<file path="src/rtl/segbuf_rx.sv">
// segbuf_rx: receive-side parser for the segmented data buffer. It extracts the
// frame K28.2 / segment / 16 data / K28.1 / csum and commits the verified payload as 4 words.
module segbuf_rx #(
  parameter bit          INTERLEAVED = 1'b1,
  parameter int unsigned CNT_W       = 16
) (
  input  logic             clk,
  input  logic             reset,
  input  logic             aligned,
  input  logic [15:0]      rx_data,
  input  logic [1:0]       rxcharisk,
  output logic             wr_en,
  output logic [9:0]       wr_addr,
  output logic [31:0]      wr_data,
  output logic             frame_ok,
  output logic             frame_err,
  output logic [2:0]       err_code,
  output logic [CNT_W-1:0] ok_cnt,
  output logic [CNT_W-1:0] err_cnt
);

  typedef enum logic [2:0] {S_IDLE, S_ADDR, S_DATA, S_STOP, S_CSUM_H, S_CSUM_L} state_t;

  localparam logic [7:0] K_START   = 8'h5C;
  localparam logic [7:0] K_STOP    = 8'h3C;
  localparam logic [2:0] E_NONE    = 3'd0;
  localparam logic [2:0] E_CSUM    = 3'd1;
  localparam logic [2:0] E_STOP    = 3'd2;
  localparam logic [2:0] E_UNEXP_K = 3'd3;
  localparam logic [2:0] E_RESTART = 3'd4;
  localparam logic [2:0] E_ALIGN   = 3'd5;

  state_t      state;
  logic        phase;
  logic [3:0]  idx;
  logic [7:0]  seg;
  logic [15:0] sum;
  logic [7:0]  csum_hi;
  logic [7:0]  stage [16];
  logic [7:0]  cbuf  [16];
  logic [7:0]  cseg;
  logic [1:0]  c_word;
  logic        c_busy;

  logic [7:0]  byte_in;
  logic        is_k;
  logic        is_start;
  logic        slot;
  logic [2:0]  ev_err;
  logic        ev_ok;
  logic [3:0]  cb_base;
  logic [31:0] c_word_data;
  logic        unused_evt;

  assign byte_in    = rx_data[7:0];
  assign is_k       = rxcharisk[0];
  assign is_start   = is_k && (byte_in == K_START);
  assign slot       = !INTERLEAVED || phase;
  assign unused_evt = ^{rx_data[15:8], rxcharisk[1]};

  assign cb_base     = {c_word, 2'b00};
  assign c_word_data = {cbuf[cb_base], cbuf[cb_base + 4'd1], cbuf[cb_base + 4'd2], cbuf[cb_base + 4'd3]};

  // Per-clk frame verdict; at most one of ev_ok / ev_err can be raised
  always_comb begin
    ev_err = E_NONE;
    ev_ok  = 1'b0;
    if (state != S_IDLE) begin
      if (!aligned) begin
        ev_err = E_ALIGN;
      end else if (slot) begin
        if (is_start) begin
          ev_err = E_RESTART;
        end else begin
          case (state)
            S_STOP:   if (!(is_k && byte_in == K_STOP)) ev_err = E_STOP;
            S_CSUM_L: begin
              if (is_k)                             ev_err = E_UNEXP_K;
              else if ({csum_hi, byte_in} != ~sum)  ev_err = E_CSUM;
              else                                  ev_ok  = 1'b1;
            end
            default:  if (is_k) ev_err = E_UNEXP_K;
          endcase
        end
      end
    end
  end

  always_ff @(posedge clk or posedge reset) begin
    if (reset) begin
      state     <= S_IDLE;
      phase     <= 1'b0;
      idx       <= '0;
      seg       <= '0;
      sum       <= '0;
      csum_hi   <= '0;
      cseg      <= '0;
      c_word    <= '0;
      c_busy    <= 1'b0;
      wr_en     <= 1'b0;
      wr_addr   <= '0;
      wr_data   <= '0;
      frame_ok  <= 1'b0;
      frame_err <= 1'b0;
      err_code  <= '0;
      ok_cnt    <= '0;
      err_cnt   <= '0;
      for (int unsigned i = 0; i < 16; i++) begin
        stage[i] <= '0;
        cbuf[i]  <= '0;
      end
    end else begin
      frame_ok  <= ev_ok;
      frame_err <= (ev_err != E_NONE);
      if (ev_err != E_NONE) begin
        err_code <= ev_err;
        if (err_cnt != '1) err_cnt <= err_cnt + CNT_W'(1);
      end
      if (ev_ok && ok_cnt != '1) ok_cnt <= ok_cnt + CNT_W'(1);

      phase <= ~phase;
      if (state == S_IDLE) begin
        if (aligned && is_start) begin
          state <= S_ADDR;
          phase <= 1'b0;
        end
      end else if (ev_err == E_RESTART) begin
        // The restarting K28.2 is itself the new frame's start: re-lock phase here
        state <= S_ADDR;
        phase <= 1'b0;
      end else if (ev_err != E_NONE) begin
        state <= S_IDLE;
      end else if (slot) begin
        case (state)
          S_ADDR: begin
            seg   <= byte_in;
            sum   <= {8'h00, byte_in};
            idx   <= '0;
            state <= S_DATA;
          end
          S_DATA: begin
            stage[idx] <= byte_in;
            sum        <= sum + {8'h00, byte_in};
            idx        <= idx + 4'd1;
            if (idx == 4'd15) state <= S_STOP;
          end
          S_STOP:   state <= S_CSUM_H;
          S_CSUM_H: begin
            csum_hi <= byte_in;
            state   <= S_CSUM_L;
          end
          default:  state <= S_IDLE;
        endcase
      end

      // Commit writer owns its own buffer so a new frame can parse underneath it
      if (ev_ok) begin
        for (int unsigned i = 0; i < 16; i++) cbuf[i] <= stage[i];
        cseg    <= seg;
        c_word  <= 2'd1;
        c_busy  <= 1'b1;
        wr_en   <= 1'b1;
        wr_addr <= {seg, 2'b00};
        wr_data <= {stage[0], stage[1], stage[2], stage[3]};
      end else if (c_busy) begin
        wr_en   <= 1'b1;
        wr_addr <= {cseg, c_word};
        wr_data <= c_word_data;
        c_word  <= c_word + 2'd1;
        if (c_word == 2'd3) c_busy <= 1'b0;
      end else begin
        wr_en <= 1'b0;
      end
    end
  end

endmodule

</file>
<file path="config.mk">
export PLATFORM = sky130hd
export DESIGN_NAME = segbuf_rx
export DESIGN_NICKNAME = d
export VERILOG_FILES = /design/src/rtl/segbuf_rx.sv
export SDC_FILE = /design/constraint.sdc
export NUM_CORES = 1
export LEC_CHECK = 0
export ABC_AREA = 1
export CORE_UTILIZATION = 54
export DETAILED_ROUTE_END_ITERATION = 8
export PLACE_DENSITY_LB_ADDON = 0.12
export SYNTH_ARGS = -nofsm -noshare
export SYNTH_HDL_FRONTEND = slang
export SYNTH_SLANG_ARGS = --single-unit
</file>
<file path="constraint.sdc">
create_clock -name clk -period 12.2 [get_ports clk]
set_input_delay 1.22 -clock clk [delete_from_list [all_inputs] [get_ports clk]]
set_output_delay 1.22 -clock clk [all_outputs]
set_load 0.01 [all_outputs]
</file>
==> impl_results.md <==
- Max-slew violations: 0
- CP max FO: 76
- Fin nets: 2225
- Synth top area share: 54.4%
- RD Place Congestion: 0.888
- Final ANT Viol Nets: 0
- Final worst path period need: 5.77 ns
- Max incr delay on CP: 1.01 ns
- Pin count of the biggest net entering global routing: ~140
- Die W: between 150 and 200 um
- Comb pwr share: 18.7%
- Mux cell area share after synthesis: 0%
- Number of enable flip-flop cells after synthesis: 0
- Yosys top cell by area: dfrtp_1
- Most frequent cells in the layout: 995 x nand2_1, 385 x dfrtp_1, 143 x nand4_1
- Switch share: 31.2%
- Final hold violation count: 0
- Post-Route WL: 44900 um
- I/O pin cnt: 101
- Cell Area, Synth: roughly 0.018 mm2
- Worst-Skew Late Latency: 0.54 ns
- N_diodes: 0
- Syn Area/Cell: 8.28 um2
- TritonCTS Sinks: 387
- Syn_nets: 2189
- Post-synthesis adder-cell area fraction: 1.17%
- Warnings, synthesis: 0
- Main combinational cell family by area after synthesis: simple AND/OR/NAND/NOR gates
- Placed Cells incl. Taps: 2586
- Critical path required time: around 13 ns
- Relative slew slack: between 20% and 30%
- Layout Cells excl Fill: around 2700
- Worst min-delay path class: reg -> reg
- Routed wire per std cell: 16.9 um
- Synth top area cells: dfrtp_1 54%, nand2_1 21%, nand4_1 5.0%, inv_1 1.9%, nor2_1 1.9%
- Outcome: completed
- Setup crit end kind: flip-flop
- Vias per std cell: 5.54
- Post-DP Area: around 0.019 mm2
- Mapped Cells: 2152
- Most common cell after layout, fill and taps aside: nand2_1
- Vias: 14700
- Vias in the first global route: approximately 14000
- DRC: 0
- Max Clock Skew: 0.0189 ns
- Die ar.: 0.0337 mm2
- Initial antenna violation count: 0
- Global-route wire length before repair: 74100 um
- Pwr/cell area: 165 mW/mm2
- Area grow syn2layout: 13.5%
- VDD IR-drop max: 0.114 mV
- Worst setup SP type: input port
- Total negative slack: 0 ns
- Share of cells above drive strength 1: 4.87%
- Final setup viols: 0
- P_int: 0.00230 W
- Port bufs: 91
- Clk root buf: clkbuf_16
- Max Fclk: 173 MHz
- Switching power total: about 0.0010 W
- Die H: 184 um
- Yosys reg bits: 387
- Cts-stage hold buffer count: 0
- Design Area, Final: 0.0202 mm2
- Post-Synth Simple-Gate Area: 31.0%
- CTS tree: built
- Share of the yosys chip area belonging to registers: a little over half
- Cell Rows: 66
- Seq pwr share: 44.0%
- Number of max-cap violations: 0
- Compound-Gate Fraction of Synth Area: 6.57%
- Static Leakage: 10.3 nW
- WP buf/inv: 3
- Worst-margin pin slew: 1.13 ns
- Initial DRC Count: about 1200
- Most frequent CP cell: nand2_1
- Fin crit share: between 40% and 50%
- Total track usage: 27.4%
- Initial Util: a little over half
- Cell Chain, Critical Path: clkdlybuf4s50_1 -> ha_1 -> nand2_1 -> nor2_1 -> nand2_1 -> nor2_1 -> nand3_2 -> nand2_2 -> nand4_4 -> nor2_4 -> buf_4 -> buf_4 -> nand3_1 -> nand2_1 -> nand2_1
- Global route overflow: 0
- Place WS: 5.95 ns
- Top cell family by delay on the critical path: buffers and inverters
- Slowest cell on the critical path: clkdlybuf4s50_1
- Async S/R FF share, synth: 100%
- Ys flop type: dfrtp_1
- Post-detail-place hpwl: 26300 um
- Unique masters post-synth: 39
- Core area: 0.0325 mm2
- CTS resizes: 0
- H-tree level count: 2
- Post-Synth XOR/XNOR Area: 1.62%
- Unrepaired setup endpoints after global routing: false
- Crit path arrival time: 6.19 ns
- Clock Path Buffers: 3
- Total CTS buffers: 42
- Worst setup margin: 6.43 ns
- # Post-CTS Setup Buffers: 0
- Reg clk slew, reported paths: 0.06 ns
- 1st-pass router iterations: 5
- Setup Crit Path Kind: in -> reg
- Clock power share: around 37%
-- path summary, 6_finish.rpt --
kind,startpoint,end,slack (ns),cells after the start
setup reg to reg,sum[4]$_DFFE_PP0P_,stage[105]$_DFFE_PP0P_,8.09,14
max in group asynchronous,reset,cbuf[117]$_DFFE_PP0P_,8.60,4
setup / recovery,rx_data[5],stage[105]$_DFFE_PP0P_,6.43,15
hold reg to reg,cbuf[54]$_DFFE_PP0P_,cbuf[54]$_DFFE_PP0P_,0.47,2
hold / removal,cbuf[54]$_DFFE_PP0P_,cbuf[54]$_DFFE_PP0P_,0.47,2
min in group asynchronous,reset,cseg[4]$_DFFE_PP0P_,1.24,2
-- worst min-delay path: cells and delay by family (launching register included) --
family | cells | cell delay (ns)
AND/OR/NAND/NOR | 2 | 0.10
flip-flops | 1 | 0.34
-- per-stage QoR --
step                      util [%]  total power (W)  hold WS, ns
after floorplan                  -          0.00196        0.437
after global placement        58.0          0.00210        0.449
after detailed placement      58.0          0.00211        0.458
after CTS                     62.2          0.00336        0.472
after global routing          62.2          0.00351        0.481
final                         62.2          0.00334        0.470
-- power groups by stage --
stage	clock [W]	combinational [W]	sequential, W
CTS	0.00127	0.000625	0.00147
detailed placement	0	0.000620	0.00149
global route	0.00132	0.000704	0.00149
global placement	0	0.000608	0.00149
floorplan	0	0.000482	0.00148
finish	0.00125	0.000625	0.00147
-- per-layer routing --
layer	wire (um)	part of all wire, %	vias to the layer above	global-route usage (%)
met5	0	0	-	0
met4	1330	3.0	0	8.87
met3	2230	5.0	82	3.59
met2	20900	47	409	44.8
met1	20500	46	7156	38.0
li1	-	-	7101	-
-- flip-flops by register name, summed over array words and instances (netlist names) --
signal	cells
err_code	3
sum	16
frame_err	1
wr_addr	10
wr_data	32
c_word	2
seg	8
c_busy	1
cbuf	128
ok_cnt	16
phase	1
idx	4
cseg	8
stage	128
state	3
wr_en	1
err_cnt	16
csum_hi	8
frame_ok	1
-- area by class of cell --
| type | count | area (um2) |
|---|---|---|
| fillers | 2932 | 12300 |
| flip-flops and latches | 387 | 9690 |
| multi-input cells | 1553 | 7200 |
| clock buffers | 59 | 1220 |
| repair buffers | 110 | 1070 |
| well taps | 442 | 553 |
| inverters | 94 | 365 |
| clock inverters | 16 | 140 |
-- cells by family after synthesis --
| kind of cell | after synthesis |
|---|---|
| adders and majority gates | 16 |
| AOI/OAI and AO/OA | 179 |
| and+or+nand+nor | 1325 |
| buffers and inverters | 212 |
| DFF | 387 |
| xor gates and xnor gates | 33 |
-- synth_stat cells, types with 25 or more instances --
library cell,count
a21oi_1,41
a32o_1,32
buf_2,25
clkbuf_1,73
dfrtp_1,387
inv_1,90
nand2_1,995
nand3_1,64
nand4_1,143
nor2_1,90
o211ai_1,33
o21ai_0,57
Note: power is estimated with default switching activity, not from simulation.
